`src/rtl/des_pkg.sv`:
```
// Shared constants and helpers for the DES input datapath.
package des_pkg;

   localparam int DES_BLK_W = 64;

   // Reference plaintext and its initial-permutation image
   localparam logic [DES_BLK_W-1:0] TV_PT = 64'h0123456789ABCDEF;
   localparam logic [DES_BLK_W-1:0] TV_IP = 64'hCC00CCFFF0AAF0AA;

   // Number of beats of width in_w that make up one DES block
   function automatic int beats(input int in_w);
      return DES_BLK_W / in_w;
   endfunction

endpackage

```
`src/rtl/des_blk_fifo2.sv`:
```
// One- or two-entry 64-bit FIFO holding completed DES blocks.
// A push while full and a pop while empty are both ignored.
module des_blk_fifo2
   import des_pkg::*;
#(
   parameter int DEPTH = 2
) (
   input  logic                 clk,
   input  logic                 rst,
   input  logic                 push,
   input  logic [DES_BLK_W-1:0] push_data,
   input  logic                 pop,
   output logic                 full,
   output logic                 empty,
   output logic [DES_BLK_W-1:0] head
);

   localparam logic       LAST_PTR = 1'(DEPTH - 1);
   localparam logic [1:0] FULL_CNT = 2'(DEPTH);

   logic [DES_BLK_W-1:0] mem_q [2];
   logic                 wr_ptr_q, wr_ptr_d;
   logic                 rd_ptr_q, rd_ptr_d;
   logic [1:0]           count_q, count_d;
   logic                 do_push, do_pop;

   assign full    = (count_q == FULL_CNT);
   assign empty   = (count_q == 2'd0);
   assign head    = mem_q[rd_ptr_q];
   assign do_push = push && !full;
   assign do_pop  = pop && !empty;

   // Pointer wrap and occupancy bookkeeping
   always_comb begin
      wr_ptr_d = wr_ptr_q;
      rd_ptr_d = rd_ptr_q;
      count_d  = count_q;
      if (do_push) begin
         wr_ptr_d = (wr_ptr_q == LAST_PTR) ? 1'b0 : 1'b1;
      end
      if (do_pop) begin
         rd_ptr_d = (rd_ptr_q == LAST_PTR) ? 1'b0 : 1'b1;
      end
      if (do_push && !do_pop) begin
         count_d = count_q + 2'd1;
      end else if (do_pop && !do_push) begin
         count_d = count_q - 2'd1;
      end
   end

   // Storage and pointer registers; reset also clears the data so head reads 0
   always_ff @(posedge clk) begin
      if (rst) begin
         mem_q[0] <= '0;
         mem_q[1] <= '0;
         wr_ptr_q <= 1'b0;
         rd_ptr_q <= 1'b0;
         count_q  <= 2'd0;
      end else begin
         if (do_push) begin
            mem_q[wr_ptr_q] <= push_data;
         end
         wr_ptr_q <= wr_ptr_d;
         rd_ptr_q <= rd_ptr_d;
         count_q  <= count_d;
      end
   end

endmodule

```
`src/rtl/des_block_loader.sv`:
```
// Assembles IN_W-bit beats into 64-bit DES blocks (first beat MSB = DES
// bit 1) and buffers completed blocks for the initial-permutation stage.
module des_block_loader
   import des_pkg::*;
#(
   parameter int IN_W  = 8,
   parameter int DEPTH = 2
) (
   input  logic            clk,
   input  logic            rst,
   input  logic            in_valid,
   output logic            in_ready,
   input  logic [IN_W-1:0] in_data,
   input  logic            abort,
   output logic            out_valid,
   input  logic            out_ready,
   output logic [1:64]     out_block,
   output logic            partial,
   output logic [15:0]     blk_cnt
);

   localparam int            BEATS     = beats(IN_W);
   localparam int            CW        = (BEATS > 1) ? $clog2(BEATS) : 1;
   localparam logic [CW-1:0] LAST_BEAT = CW'(BEATS - 1);

   logic [CW-1:0]        beat_cnt_q, beat_cnt_d;
   logic [DES_BLK_W-1:0] asm_q, asm_d;
   logic [15:0]          blk_cnt_q, blk_cnt_d;
   logic [DES_BLK_W-1:0] blk_word;
   logic [DES_BLK_W-1:0] fifo_head;
   logic                 fifo_full, fifo_empty;
   logic                 completing, accept, push, pop;

   // The completing-beat stall looks only at buffer fullness, never at
   // out_ready, so in_ready has no combinational path from downstream.
   assign completing = (beat_cnt_q == LAST_BEAT);
   assign in_ready   = !(completing && fifo_full);
   assign accept     = in_valid && in_ready && !abort;
   assign out_valid  = !fifo_empty;
   assign pop        = out_valid && out_ready;
   assign out_block  = fifo_head;
   assign partial    = (beat_cnt_q != '0);
   assign blk_cnt    = blk_cnt_q;

   // Merge the incoming beat into its slot of the assembly word
   always_comb begin
      blk_word = asm_q;
      blk_word[(DES_BLK_W - 1) - int'(beat_cnt_q) * IN_W -: IN_W] = in_data;
   end

   // Beat counting, abort handling and block hand-over to the buffer
   always_comb begin
      beat_cnt_d = beat_cnt_q;
      asm_d      = asm_q;
      push       = 1'b0;
      blk_cnt_d  = blk_cnt_q + 16'(pop);
      if (abort) begin
         beat_cnt_d = '0;
         asm_d      = '0;
      end else if (accept) begin
         if (completing) begin
            push       = 1'b1;
            beat_cnt_d = '0;
            asm_d      = '0;
         end else begin
            beat_cnt_d = beat_cnt_q + CW'(1);
            asm_d      = blk_word;
         end
      end
   end

   // Assembly state and hand-off counter
   always_ff @(posedge clk) begin
      if (rst) begin
         beat_cnt_q <= '0;
         asm_q      <= '0;
         blk_cnt_q  <= '0;
      end else begin
         beat_cnt_q <= beat_cnt_d;
         asm_q      <= asm_d;
         blk_cnt_q  <= blk_cnt_d;
      end
   end

   des_blk_fifo2 #(
      .DEPTH (DEPTH)
   ) u_fifo (
      .clk       (clk),
      .rst       (rst),
      .push      (push),
      .push_data (blk_word),
      .pop       (pop),
      .full      (fifo_full),
      .empty     (fifo_empty),
      .head      (fifo_head)
   );

endmodule
```
`config.mk`:
```
export PLATFORM = sky130hd
export DESIGN_NAME = des_block_loader
export DESIGN_NICKNAME = d
export VERILOG_FILES = /design/src/rtl/des_pkg.sv /design/src/rtl/des_blk_fifo2.sv /design/src/rtl/des_block_loader.sv
export SDC_FILE = /design/constraint.sdc
export NUM_CORES = 1
export LEC_CHECK = 0
export BUFFER_PORTS_ARGS = -buffer_cell sky130_fd_sc_hd__buf_2
export CORE_ASPECT_RATIO = 0.75
export CORE_MARGIN = 4
export CORE_UTILIZATION = 53
export DETAILED_ROUTE_END_ITERATION = 10
export PLACE_DENSITY = 0.76
export SYNTH_ARGS = -nofsm -noshare
export SYNTH_HDL_FRONTEND = slang
export SYNTH_SLANG_ARGS = --single-unit
```
`constraint.sdc`:
```
create_clock -name clk -period 3 [get_ports clk]
set_input_delay 0.15 -clock clk [delete_from_list [all_inputs] [get_ports clk]]
set_output_delay 0.15 -clock clk [all_outputs]
set_load 0.05 [all_outputs]
```
-- Word-level counts from Yosys, hierarchy flattened
Memory sizes are Yosys's and may differ from the RTL's. A register that Yosys moved wholly into a read port is not among the register bits.
Index checks and enable logic that the tools add are counted.
- bits in writable memories: 128
- logic and storage cells: 56
- memories kept: 1
- register bits: 87
- input bits: 13
- multiplexer cells: 20
- $add $sub $neg: 6
- reduce and logical (&&, ||, !) cells: 19
- equal/unequal tests: 2
- shifts and indexed selects: 2
- memories (memory ; depth ; width ; read ports ; clocked after memory_dff ; wr ports ; line ; RTL):
    u_fifo.mem_q ; 2 ; 64 ; 1 ; 1 ; 2 ; des_blk_fifo2.sv:21 ; logic [DES_BLK_W-1:0] mem_q [2];
- operator list (operator ; number):
    64-bit 2-to-1 mux ; 2
    8-bit by 33-bit variable shift with 71-bit output (first input constant) ; 1
    8-bit by 33-bit indexed part select with 71-bit output ; 1
    64-bit bitwise mux ; 1
    64-bit OR reduction ; 1
    7-bit negation with 33-bit output ; 1
    16-bit by 1-bit adder with 16-bit output ; 1
    1-bit 2-to-1 mux ; 14
    1-bit logical AND ; 8
    6-bit by 6-bit subtractor with 7-bit output (first input constant) ; 1
    1-bit logical NOT ; 6
    2-bit 2-to-1 mux ; 2
    3-bit by 1-bit adder with 3-bit output (second input constant) ; 1
    3-bit equality test (second input constant) ; 1
    3-bit 2-to-1 mux ; 1
    3-bit nonzero test ; 1
    2-bit by 1-bit adder with 2-bit output (second input constant) ; 1
    2-bit equality test (second input constant) ; 1
    2-bit logical NOT ; 1
    2-bit nonzero test ; 1
    2-bit OR reduction ; 1
    2-bit by 1-bit subtractor with 2-bit output (second input constant) ; 1

-- Longest topological paths before layout
Gate-level depths: netlist of run 1.
- word-level depth: 13
- depth in mapped cells: 9
- mapped depth without buffers: 8

-- Cells and area by module
Synthesis of run 1 repeated with hierarchy kept, for this count alone.
- cells, all modules: 910
- area, all modules: 9964.6 µm²
- modules (own cells, without submodules) (module ; cells each ; instances ; area an instance (µm²) ; sequential area each (µm²)):
    des_blk_fifo2 ; 439 ; 1 ; 5834.3 ; 3943.8
    des_block_loader ; 471 ; 1 ; 4130.2 ; 1661.6

-- Least setup slack after synthesis of run 1
No wires, ideal clock.
- kind: register -> register
- start point: reg beat_cnt_q[0]
- end point: mem u_fifo.mem_q[0][0], enable pin
- data required time: 2.568 ns
- cell stages (with the launch flop): 6
- buffers on the path: 0
- slack: -0.271 ns
- period minus slack after synthesis: 3.271 ns
- arrival time: 2.838 ns
- library setup time: 0.432 ns
- cell sequence: dfxtp_1 > ha_1 > ha_1 > nand2_1 > or4_1 > nand2b_1
- RTL lines (what ; line ; RTL):
    start, declared ; des_block_loader.sv:26 ; logic [CW-1:0] beat_cnt_q, beat_cnt_d;
    start signal, assigned ; des_block_loader.sv:79 ; beat_cnt_q <= beat_cnt_d;
    end, declared ; des_blk_fifo2.sv:21 ;

-- Worst setup path in the final report of run 1
- start point: reg beat_cnt_q[0]
- end point: out partial
- longest elaborated chain between the ends: 1
- RTL lines (what ; line ; RTL):
    3-bit nonzero test ; des_block_loader.sv:42 ; assign partial = (beat_cnt_q != '0);
    end, declared ; des_block_loader.sv:18 ; output logic partial,
Every way passes these cells.

==> results of run 1 <==
==> registers in the layout, summed over array words and instances (netlist names), named ones only <==
signal           flops
u_fifo.mem_q       128
asm_q               64
blk_cnt             16
beat_cnt_q           3
u_fifo.count_q       2
u_fifo.rd_ptr_q      1
u_fifo.wr_ptr_q      1
==> cells by family after synthesis <==
group                      Yosys count  share of synthesized area [%]
AOI/OAI and AO/OA                  102                           7.88
xor gates and xnor gates             6                          0.559
adders and majority gates            9                           1.20
buffers and inverters               64                           3.33
DFF                                216                           59.6
muxes                              116                           13.2
and+or+nand+nor                    259                           14.2
==> synth_stat cells, drive strengths merged, types with 6 or more instances <==
master / count
clkbuf: 31
ha: 9
nor2: 141
a21oi: 29
edfxtp: 128
o21ai: 7
nor3b: 8
a22o: 8
or4: 6
dfxtp: 88
o22ai: 8
o2bb2ai: 32
a32o: 8
nor2b: 27
nand2: 20
inv: 10
buf: 23
and3b: 17
mux2: 68
mux2i: 48
and2: 11
==> tightest hold or removal path, delay by kind of cell <==
family / cells / cell delay (ps)
compound gates: 1 / 60
buf+inv: 1 / 190
simple gates: 1 / 90
==> layout make-up <==
cell class / instances / area [sq um]
clock buffer: 25 / 551
clock inverter: 13 / 98.8
fill: 1410 / 6430
inverter: 10 / 37.5
multi-input combinational: 492 / 3500
sequential: 216 / 5610
tap: 236 / 295
timing repair buffer: 111 / 623
==> per-stage QoR <==
| step | cell area, sq um | util [%] | hold slack [ps] | std cells | worst slack [ps] |
|---|---|---|---|---|---|
| floorplan | 9410 | - | 276 | 772 | 81.9 |
| global placement | 10000 | 58.6 | 435 | 1064 | 670 |
| detailed placement | 10000 | 58.6 | 437 | 1064 | 539 |
| CTS | 10700 | 62.5 | 6.98 | 1103 | 380 |
| global route | 10700 | 62.5 | 26.1 | 1103 | 224 |
| finish | 10700 | 62.5 | 30.2 | 1103 | 414 |
==> worst paths after layout <==
| kind | endpoint | slack (ps) | depth (start not counted) |
|---|---|---|---|
| worst max-delay path | partial | 410 | 5 |
| worst min-delay path | asm_q[31]$_SDFFE_PP0N_ | 30 | 3 |
| worst max register to register | u_fifo.mem_q[1][17]$_SDFFCE_PN0P_ | 460 | 5 |
| worst min register to register | asm_q[2]$_SDFFE_PP0N_ | 450 | 1 |
==> what timing repair did <==
| item | in CTS | in global routing |
|---|---|---|
| setup endpoints to repair | 0 | 0 |
| buffers inserted | 0 | 0 |
| hold buffers | 1 | 0 |
| endpoints found under the hold margin | 2 | 0 |
==> metal layers <==
metal / vias to the layer above / part of all wire, %
met5: - / 0
met4: 0 / 2.0
met3: 29 / 5.5
met2: 176 / 45
met1: 3020 / 47
li1: 2968 / -
==> cells in the final DEF (no fill, tap or decap), drive strengths merged, types with 2 or more instances in the layout <==
master,count
nor4,5
buf,110
nand4,3
nand2b,2
or2,2
o22ai,8
or4b,2
nor2b,27
and3b,17
nand2,20
nor2,141
o21ai,7
a22o,8
mux2i,48
a32o,8
clkbuf,25
a21oi,29
o2bb2ai,32
clkinvlp,2
ha,9
edfxtp,128
inv,11
o31ai,5
and2,11
dfxtp,88
mux2,68
nor3b,8
xnor2,2
or4,6
clkinv,9
xor2,4
or3,5
nand3,5
==> power groups by stage <==
stage	logic (mW)	registers, mW	clock network [mW]
floorplan	0.274	3.28	0
global placement	0.371	3.28	0
detailed placement	0.374	3.28	0
CTS	0.377	3.22	2.54
global route	0.397	3.22	2.66
finish	0.375	3.22	2.50
==> summary.md, run 1 <==
| Metric | Value |
|---|---|
| CTS sink count | 216 |
| Hold Path Class | input port to register |
| Reg-to-Reg Start | beat_cnt_q[0]$_SDFFE_PP0N_ |
| Detailed-route via count | 6,193 |
| Die H | 123 um |
| Area leader, netlist | edfxtp_1 |
| TritonCTS clock tree | built |
| P_int | 4.70 mW |
| Max-cap violation count | 0 |
| CP top delay family | simple AND/OR/NAND/NOR gates |
| Tmin final | 2590 ps |
| Crit path top cell by count | inv_1 |
| Die X-Extent | 162 um |
| Max incr delay on CP | 830 ps |
| Power Density | 569 nW/um^2 |
| GR Util met1 | 28.8% |
| Synth Cell Area | 9410 sq um |
| Crit path kind | register to output port |
| Switching portion of total power | 22.8% |
| Clk_skew | 13.8 ps |
| Layout net count | 874 |
| FMAX | 387 MHz |
| CTS Buffer Depth | 3 |
| Peak supply drop | 0.338 mV |
| Synth Register Bits | 216 |
| Commonest register cell after synthesis | edfxtp_1 |
| Number of CTS-inserted buffers | 21 |
| Distinct cells, synth | 46 |
| Slowest stage cell on the critical path | nor2b_1 |
| Startpoint types | register |
| Critical Path Sink Type | output port |
| Max-Slew Margin vs Limit | 31.2% |
| Slew @ Worst Pin | 1030 ps |
| Initial Utilization | 54.9% |
| Area grow syn2layout | 13.8% |
| Register share of total power | 52.8% |
| Met2 GRT Util | 31.2% |
| Row count | 41 |
| Initial antenna violation count | 0 |
| Clock Tree Root | clkbuf_16 |
| Crit. Startpoint | beat_cnt_q[0]$_SDFFE_PP0N_ |
| Wire per inst | 18.1 um |
| Critical path data arrival time | 2440 ps |
| DRC | 0 |
| Synth area leaders | edfxtp_1, dfxtp_1, mux2_2 |
| Yosys top cell area share | 40.9% |
| Total negative slack | 0 ps |
| RSZ-0062 raised after global routing | no |
| Largest net degree at the start of global routing | 65 |
| CP required | 2850 ps |
| Pleak | 3.93 nW |
| Power, Total | 6.09 mW |
| Critical path cell sequence | inv_1 -> ha_1 -> nor2b_1 -> inv_1 -> buf_2 |
| # IOs | 96 |
| DP Wirelength | 12.7 mm |
| Avg Cell Area, Syn | 12.2 sq um |
| Total GRT Usage | 19.8% |
| Async set-or-reset flop fraction in the synthesized netlist | 0% |
| Status | completed |
| GR peak layer | met2 |
| CP max FO | 9 |
| Post-synth net total | 794 |
| Die area | 20,000 sq um |
| Port bufs | 95 |
| # diodes | 0 |
| Initial DRT Pass Iterations | 5 |
| Final period utilization | 86.2% |
| Clock latency on the worst-skew pair | 500 ps |
| H-tree depth | 1 |
| Clock transition at path regs | 70 ps |
| Grt total ovfl | 0 |
| Worst Hold Launch | in_data[7] |
| Vias in the first global route | 5,852 |
| EDFF count, synth | 128 |
| GR Util met3 | 3.37% |
| Gate power share | 6.2% |
| Count of endpoints failing setup in the final report | 0 |
| Worst path bufs/invs | 3 |
| Clk network pwr share | 41.0% |
| Net switching power | 1.39 mW |
| Syn Inst Count | 772 |
| Core area | 17,100 sq um |
| Antenna viol nets, final | 0 |
| DR iter-0 viols | 411 |
| Share of layout cells above drive strength 1 | 26.8% |
| Placer Congestion | 0.835 |
| Post-CTS sizing | 0 |
| Routed wire length | 19.9 mm |
| Ys Warns | 0 |
| Max-slew violations | 0 |
| Mean number of vias per cell | 5.61 |
| Register area share after synthesis | 59.6% |
| First-pass GRT wire length | 31.6 mm |
| Final hold vios | 0 |
Note: power is estimated with default switching activity, not from simulation.
==> inputs of run 2 (changes only) <==
Settings changed: CORE_UTILIZATION 53 to 55, PLACE_DENSITY 0.76 to 0.75.
Clock period 3 ns to 2.7 ns, I/O delays scaled along.
==> run 2 against run 1 <==
  * Worst setup slack got worse by 150 ps
  * Global-route usage grew 1.3 points
  * Register-to-register slack worse by 200 ps
  * Via count grew 2.7%
  * Design area grew 1.5%
  * Clock-buffer cell count up 4
  * Combinational power up 14%
  * Critical path depth unchanged
  * Die area is 3.4% lower
  * Clock power increased by 26%
  * Critical path type is now register to register
  * Largest cell class unchanged
  * Highest routed layer unchanged
==> summary.md, run 2 (same netlist as run 1, synthesis figures left out) <==
| Metric | Value |
|---|---|
| Peak supply drop | 0.601 mV (+78%) |
| Clk_skew | 12.2 ps (-1.53 ps) |
| # IOs | 96 (unchanged) |
| Final hold vios | 0 (unchanged) |
| Crit path kind | register to register |
| Port bufs | 95 (unchanged) |
| Initial Utilization | 56.1% (+1.2 points) |
| Antenna viol nets, final | 0 (unchanged) |
| Hold Path Class | input port to register |
| Layout net count | 880 (+0.69%) |
| Total negative slack | 0 ps (unchanged) |
| Initial antenna violation count | 0 (unchanged) |
| Net switching power | 1.58 mW (+13%) |
| Mean number of vias per cell | 5.84 (+4.0%) |
| Vias in the first global route | 6,403 (+9.4%) |
| Final non-filler cell total | 1,089 (-1.3%) |
| CP max FO | 28 (+19) |
| Slew @ Worst Pin | 921 ps (-108 ps) |
| Area grow syn2layout | 15.6% |
| Largest reg by FF count | u_fifo.mem_q |
| Gate power share | 6.0% (-0.2 points) |
| Max-Slew Margin vs Limit | 38.5% (+7.2 points) |
| Share of layout cells above drive strength 1 | 27.2% (+0.47 points) |
| Post-Place Cells | 1,045 (-1.8%) |
| Startpoint types | register |
| Worst hold slack | 28.6 ps (-1.66 ps) |
| Number of CTS-inserted buffers | 22 (+4.8%) |
| Max-slew violations | 0 (unchanged) |
| Most frequent cells in the layout | edfxtp_1, nor2_1, buf_2 |
| DR iter-0 viols | 316 (-23%) |
| H-tree depth | 1 (unchanged) |
| Clock latency on the worst-skew pair | 500 ps (about the same) |
| Count of endpoints failing setup in the final report | 0 (unchanged) |
| Grt total ovfl | 0 (unchanged) |
| DP Wirelength | 13.6 mm (+6.9%) |
| Row count | 41 (unchanged) |
| Tmin final | 2440 ps |
| Largest net degree at the start of global routing | 65 (unchanged) |
| Register share of total power | 49.9% (-2.9 points) |
| First-pass GRT wire length | 33.0 mm (+4.4%) |
| Switching portion of total power | 22.0% (-0.81 points) |
| Detailed-route via count | 6,359 (+2.7%) |
| Pleak | 4.02 nW (+2.3%) |
| Status | completed |
| CTS sink count | 216 (unchanged) |
| Placer Congestion | 0.841 (+0.69%) |
| Core area | 16,800 sq um (-2.1%) |
| Most common cell after layout, fill and taps aside | edfxtp_1 |
| RSZ-0062 raised after global routing | no |
| Critical Path Sink Type | register |
| Clk network pwr share | 44.1% (+3.1 points) |
| Critical path data arrival time | 2780 ps (+340 ps) |
| # diodes | 0 (unchanged) |
| FMAX | 410 MHz |
| Max reg flops | 128 (unchanged) |
| Total GRT Usage | 21.2% (+1.3 points) |
| Die H | 121 um (-1.7%) |
| Power Density | 658 nW/um^2 (+16%) |
| Die X-Extent | 159 um (-1.7%) |
| Routed wire length | 20.7 mm (+3.7%) |
| Initial DRT Pass Iterations | 5 (unchanged) |
| Power, Total | 7.16 mW (+18%) |
| Final period utilization | 90.4% |
| P_int | 5.58 mW (+19%) |
| Clock Tree Root | clkbuf_16 |
| DRC | 0 (unchanged) |
| Die area | 19,300 sq um (-3.4%) |
| Clock transition at path regs | 70 ps (about the same) |
| CTS Buffer Depth | 3 (unchanged) |
| TritonCTS clock tree | built |
| Max-cap violation count | 0 (unchanged) |
| Wire per inst | 19.0 um (+5.0%) |
| CP required | 3040 ps (+190 ps) |
[run 2: power by group through the flow]
stage	Clock, mW	Combinational (mW)	Sequential [mW]
after floorplan	0	0.305	3.64
after global placement	0	0.415	3.64
after detailed placement	0	0.422	3.64
after CTS	3.22	0.429	3.57
after global routing	3.35	0.451	3.58
final	3.16	0.427	3.57
[run 2: final cells by class]
class / count / area, sq um
clock buffers: 29 / 661
clock inverters: 11 / 106
fillers: 1243 / 5900
inverters: 10 / 37.5
multi-input cells: 492 / 3500
flip-flops and latches: 216 / 5610
well taps: 215 / 269
repair buffers: 116 / 693
[run 2: critical path: stages (launching register included)]
cell and delay [ps]:
dfxtp_1 540, ha_1 230, nand2_1 150, or4_2 860
buf_4 320, nor2_1 160
[run 2: final timing paths]
check | startpoint | to | slack [ps] | depth (start not counted)
worst max-delay path | beat_cnt_q[2]$_SDFFE_PP0N_ | u_fifo.mem_q[0][21]$_SDFFCE_PN0P_ | 260 | 5
worst min-delay path | in_data[3] | asm_q[27]$_SDFFE_PP0N_ | 30 | 3
worst max register to register | beat_cnt_q[2]$_SDFFE_PP0N_ | u_fifo.mem_q[0][21]$_SDFFCE_PN0P_ | 260 | 5
worst min register to register | asm_q[0]$_SDFFE_PP0N_ | asm_q[0]$_SDFFE_PP0N_ | 450 | 1
[run 2: repair_timing]
item,CTS,global route
buffers inserted,0,0
setup endpoints to repair,0,1
resized for setup,0,1
hold buffers,4,0
hold endpoints to repair,6,0
[run 2: metrics by stage]
stage	setup slack [ps]	area, sq um	util [%]
floorplan	129	9410	-
detailed placement	307	10100	60.0
finish	259	10900	64.8
CTS	26.4	10900	64.8
global route	109	10900	64.8
global placement	382	10100	60.0
[run 2: metal layers]
layer | part of all wire [%] | vias to the layer above | GRT usage, %
li1 | - | 2965 | -
met1 | 45 | 3144 | 28.3
met2 | 47 | 211 | 35.0
met3 | 6.0 | 39 | 4.41
met4 | 2.1 | 0 | 6.94
met5 | 0 | - | 0
